`src/rtl/euros_para_centimos.sv`:
```
// euros_para_centimos
// Sequential euro -> centimos converter for the balanca price datapath.
// Result = euros_inteiro * 100 + euros_fracao. The multiply is a serial
// shift-add over the constant 100, one constant bit per clock (LSB first).
// After the add, the result is range-checked against 2^W-1.
// One request at a time through a start/busy/done handshake.
// The last result and its flags are held until the next completion.
//
// Optional build macro: EUROS_CENTIMOS_SAT_EN
//   defined   -> an out-of-range result saturates centimos to 2^W-1
//   undefined -> an out-of-range result wraps modulo 2^W
// The overflow flag behaves the same in both builds.
module euros_para_centimos #(
  parameter int W = 14
) (
  input  logic         clk,
  input  logic         rst,
  input  logic         start,
  input  logic [W-1:0] euros_inteiro,
  input  logic [W-1:0] euros_fracao,
  output logic [W-1:0] centimos,
  output logic         busy,
  output logic         done,
  output logic         erro,
  output logic         overflow
);

  // Accumulator headroom: 100 < 2^7, so 7 extra bits hold 100*(2^W-1)+99.
  localparam int AW = W + 7;

  // Constant multiplier. The top bit is padding so that every 3-bit
  // counter value indexes a real bit.
  localparam logic [7:0] MULT_K = 8'd100;

  // Largest legal cents fraction.
  localparam logic [W-1:0] FRAC_MAX = W'(99);

  // Index of the last constant bit processed in MULT.
  localparam logic [2:0] LAST_BIT = 3'd6;

`ifdef EUROS_CENTIMOS_SAT_EN
  localparam bit SAT_EN = 1'b1;
`else
  localparam bit SAT_EN = 1'b0;
`endif

  typedef enum logic [1:0] {
    IDLE = 2'd0,
    MULT = 2'd1,
    SOMA = 2'd2
  } state_t;

  state_t         state_q, state_d;
  logic [W-1:0]   inteiro_q, inteiro_d;
  logic [W-1:0]   fracao_q, fracao_d;
  logic [AW-1:0]  acc_q, acc_d;
  logic [2:0]     cnt_q, cnt_d;
  logic [W-1:0]   centimos_q, centimos_d;
  logic           done_q, done_d;
  logic           erro_q, erro_d;
  logic           overflow_q, overflow_d;

  logic [AW-1:0]  addend;
  logic [AW-1:0]  sum;

  // True when the wide sum does not fit in W bits.
  function automatic logic out_of_range(input logic [AW-1:0] value);
    return |value[AW-1:W];
  endfunction

  // Narrow the wide sum to W bits. The build decides between clamping to
  // full scale and plain truncation.
  function automatic logic [W-1:0] fit_result(input logic [AW-1:0] value,
                                              input bit            sat_en);
    if (sat_en && out_of_range(value)) begin
      return {W{1'b1}};
    end
    return value[W-1:0];
  endfunction

  // Partial product for the current constant bit.
  assign addend = {{(AW-W){1'b0}}, inteiro_q} << cnt_q;

  // Final sum. It cannot wrap at AW bits: the largest value is 100*(2^W-1)+99.
  assign sum = acc_q + {{(AW-W){1'b0}}, fracao_q};

  // State and datapath registers; reset aborts any running conversion.
  always_ff @(posedge clk or posedge rst) begin
    if (rst) begin
      state_q    <= IDLE;
      inteiro_q  <= '0;
      fracao_q   <= '0;
      acc_q      <= '0;
      cnt_q      <= '0;
      centimos_q <= '0;
      done_q     <= 1'b0;
      erro_q     <= 1'b0;
      overflow_q <= 1'b0;
    end else begin
      state_q    <= state_d;
      inteiro_q  <= inteiro_d;
      fracao_q   <= fracao_d;
      acc_q      <= acc_d;
      cnt_q      <= cnt_d;
      centimos_q <= centimos_d;
      done_q     <= done_d;
      erro_q     <= erro_d;
      overflow_q <= overflow_d;
    end
  end

  // Next-state logic: latch in IDLE, shift-add in MULT, add fraction and range-check in SOMA.
  always_comb begin
    state_d    = state_q;
    inteiro_d  = inteiro_q;
    fracao_d   = fracao_q;
    acc_d      = acc_q;
    cnt_d      = cnt_q;
    centimos_d = centimos_q;
    done_d     = 1'b0;
    erro_d     = erro_q;
    overflow_d = overflow_q;

    case (state_q)
      IDLE: begin
        if (start) begin
          inteiro_d = euros_inteiro;
          fracao_d  = euros_fracao;
          acc_d     = '0;
          cnt_d     = '0;
          if (euros_fracao > FRAC_MAX) begin
            // A bad fraction completes at once. The previous centimos value is kept.
            erro_d     = 1'b1;
            overflow_d = 1'b0;
            done_d     = 1'b1;
          end else begin
            state_d = MULT;
          end
        end
      end

      MULT: begin
        if (MULT_K[cnt_q]) begin
          acc_d = acc_q + addend;
        end
        cnt_d = cnt_q + 3'd1;
        if (cnt_q == LAST_BIT) begin
          state_d = SOMA;
        end
      end

      SOMA: begin
        overflow_d = out_of_range(sum);
        erro_d     = 1'b0;
        centimos_d = fit_result(sum, SAT_EN);
        done_d     = 1'b1;
        state_d    = IDLE;
      end

      default: begin
        state_d = IDLE;
      end
    endcase
  end

  assign centimos = centimos_q;
  assign busy     = (state_q != IDLE);
  assign done     = done_q;
  assign erro     = erro_q;
  assign overflow = overflow_q;

endmodule

```
`config.mk`:
```
export PLATFORM = sky130hd
export DESIGN_NAME = euros_para_centimos
export DESIGN_NICKNAME = d
export VERILOG_FILES = /design/src/rtl/euros_para_centimos.sv
export SDC_FILE = /design/constraint.sdc
export NUM_CORES = 1
export LEC_CHECK = 0
export ABC_AREA = 1
export BUFFER_PORTS_ARGS = -buffer_cell sky130_fd_sc_hd__buf_2
export CORE_ASPECT_RATIO = 0.6
export CORE_MARGIN = 2
export CORE_UTILIZATION = 45
export CTS_BUF_LIST = sky130_fd_sc_hd__clkbuf_16
export DETAILED_ROUTE_END_ITERATION = 16
export PLACE_DENSITY_LB_ADDON = 0.15
export SYNTH_ARGS = -nofsm -noshare
export SYNTH_HDL_FRONTEND = slang
export SYNTH_SLANG_ARGS = --single-unit
```
`constraint.sdc`:
```
create_clock -name clk -period 3.4 [get_ports clk]
set_clock_uncertainty 0.15 [all_clocks]
set_input_delay 0.51 -clock clk [delete_from_list [all_inputs] [get_ports clk]]
set_output_delay 0.51 -clock clk [all_outputs]
set_load 0.02 [all_outputs]
```
==> flow_metrics.tcl <==
set metrics [dict create \
    syn_to_final_growth_pct 13.3 \
    ioPinCount 49 \
    syn_area_per_cell_um2 6.69 \
    place_area_um2 5810 \
    slew-limit-headroom_pct 36.3 \
    grt_pass1_vias 4617 \
    setup_viol 0 \
    switchingPower_uw 2870 \
    ys.flop_type "dfrtp_1" \
    ys_types 46 \
    power_frac_comb_pct 57.1 \
    arrival_ps 3230 \
    min_path_type "in2reg" \
    ys_warn_count 0 \
    clock_sinks 71 \
    ys_seq_area_share_pct 32.7 \
    grt_use_met1_pct 40.8 \
    die_width_um 146 \
    slew_violations 0 \
    nFillCells 1230 \
    root_buffer "clkbuf_16" \
    pre_cts_ws_ps 112 \
    wl_per_cell_um 15.5 \
    synth.cell_area_um2 5430 \
    p_int_uw 2770 \
    cts-htree-levels 3 \
    place_congestion 0.909 \
    power_frac_seq_pct 25.2 \
    fmax_mhz 317 \
    grt_max_degree 72 \
    hold_depth 3 \
    grt_usage_pct 25.0 \
    antenna_found_initial 0 \
    critical_path_required_ps 3480 \
    tightest_slew_ps 956 \
    finalCriticalPeriod_ps 3160 \
    hold_slack_ps 214 \
    end_kind "flip-flop" \
    die_h_um 89.1 \
    fin_area_um2 6150 \
    cts_tree "done" \
    drive_above_1_share_pct 11.8 \
    p_leak_uw 0.00333 \
    antenna_cells 0 \
    grtUsageMet3_pct 5.41 \
    dr.first_iter.drc_count 449 \
    cp_max_fo 8 \
    drv_cap 0 \
    async_flop_share_pct 100 \
    final_common_cell "nand2_1" \
    dieArea_um2 13000 \
    overflow 0 \
    ir_worst_vdd_mv 0.462 \
    status "finished clean" \
    pwr-share-clk_pct 17.6 \
    fp-row-count 31 \
    post-route-period-util_pct 92.8 \
    numCtsBuffers 9 \
    grt_pass1_wl_um 25000 \
    top_usage_layer "met1" \
    syn_nets 880 \
    core_area_um2 11900 \
    drcViolationCount 0 \
    finalHoldViolCount 0 \
    ys_ff_latch 71 \
    power.total_uw 5640 \
    cts.path.max_buffers 2 \
    layout_common_cells "308 x nand2_1, 77 x inv_1, 70 x dfrtp_1" \
    fin_nets 926 \
    worst-r2r-cell-count 13 \
    routed_wirelength_um 15900 \
    firstDrtPassIters 5 \
    swShare_pct 50.9 \
    initial_utilization_pct 45.6 \
    ant_nets 0 \
    start_kind "flip-flop" \
    io_buffers 48 \
    via_per_inst 5.21 \
    place_hpwl_um 12500 \
    cts-hold-fix-buffers 0 \
    grt_use_met2_pct 32.2 \
    cellPowerDensity_nw_per_um2 917 \
    clkTransAtPathRegs_ps 70 \
    vias 5346 \
    syn_inst 811 \
    synth_edf_count 0 \
    crit_type "reg2reg" \
    clock_latency_ps 340 \
    setup_ws_ps 245 \
]
[state kept, by name, indices dropped and copies added, names as in the netlist]
signal and cells:
state_q 2, centimos 14, acc_q 21, overflow 1
fracao_q 14, erro 1, cnt_q 3, inteiro_q 14
done 1
[power by group through the flow]
stage	clock network, uW	registers, uW	logic [uW]
after floorplan	0	1430	2280
after global placement	0	1430	3100
after detailed placement	0	1430	3130
after CTS	1010	1420	3160
after global routing	1040	1460	3630
final	995	1420	3220
[worst paths after layout]
| check | from | end | slack [ps] |
|---|---|---|---|
| worst max-delay path | cnt_q[0] | acc_q[16] | 240 |
| min in group asynchronous | rst | fracao_q[2] | 300 |
| max in group asynchronous | rst | cnt_q[0] | 2120 |
| worst min register to register | centimos[6] | centimos[6] | 330 |
| worst min-delay path | euros_inteiro[6] | inteiro_q[6] | 210 |
| worst max register to register | cnt_q[0] | acc_q[16] | 240 |
[logic make-up (layout without fill, tap and decap cells)]
kind of cell    count (synthesis)  after routing  synth area share [%]
xor+xnor                       14             14                  2.26
flops                          71             71                  32.7
mux                             7              7                  1.29
fa+ha+maj                      38             38                  9.04
buf+inv                       113            164                  8.23
simple gates                  439            439                  33.1
compound gates                129            129                  13.3
[Yosys cell counts, drive strengths merged, types with 8 or more instances]
library cell  number  share of area [%]
clkbuf            11               0.76
nand3             44                4.1
nor3              13                1.2
a21oi             34                3.2
inv               93                6.5
nand2            311                 22
dfrtp             71                 33
ha                36                8.3
buf                8               0.92
o21ai             71                6.5
nor2              61                4.8
[layer usage]
| layer | part of all wire, % | up-vias |
|---|---|---|
| met4 | 1.2 | 0 |
| li1 | - | 2713 |
| met3 | 6.2 | 13 |
| met5 | 0 | - |
| met1 | 56 | 2472 |
| met2 | 37 | 148 |
[critical path: stages (launching register included)]
cell	delay, ps
dfrtp_2	460
o21ai_0	420
nand2_1	120
nor2_1	180
inv_1	80
fa_1	410
inv_1	150
nand3_1	90
nand2_1	220
a21boi_1	160
o21ai_2	220
nand3_1	150
a21oi_1	160
o21ai_1	80
[cell type report]
| class | count | area [um2] | share of cell area [%] |
|---|---|---|---|
| multi-input cells | 627 | 3220 | 52.3 |
| well taps | 165 | 206 | 3.36 |
| clock inverters | 7 | 77.6 | 1.26 |
| flip-flops and latches | 71 | 1780 | 28.9 |
| inverters | 94 | 359 | 5.84 |
| repair buffers | 54 | 285 | 4.64 |
| clock buffers | 9 | 225 | 3.66 |
[stage by stage]
stage,setup TNS (ps),util [%],std cells
final,0,51.6,1027
after global routing,-0.754,51.6,1027
after CTS,0,51.4,1025
after detailed placement,0,48.8,1009
after global placement,0,48.8,1009
after floorplan,0,-,811
[what timing repair did]
action,in CTS,in global routing
setup endpoints to repair,0,8
buffers inserted,0,2
gates resized for setup,0,7
Power figures use the tool's default switching activity.
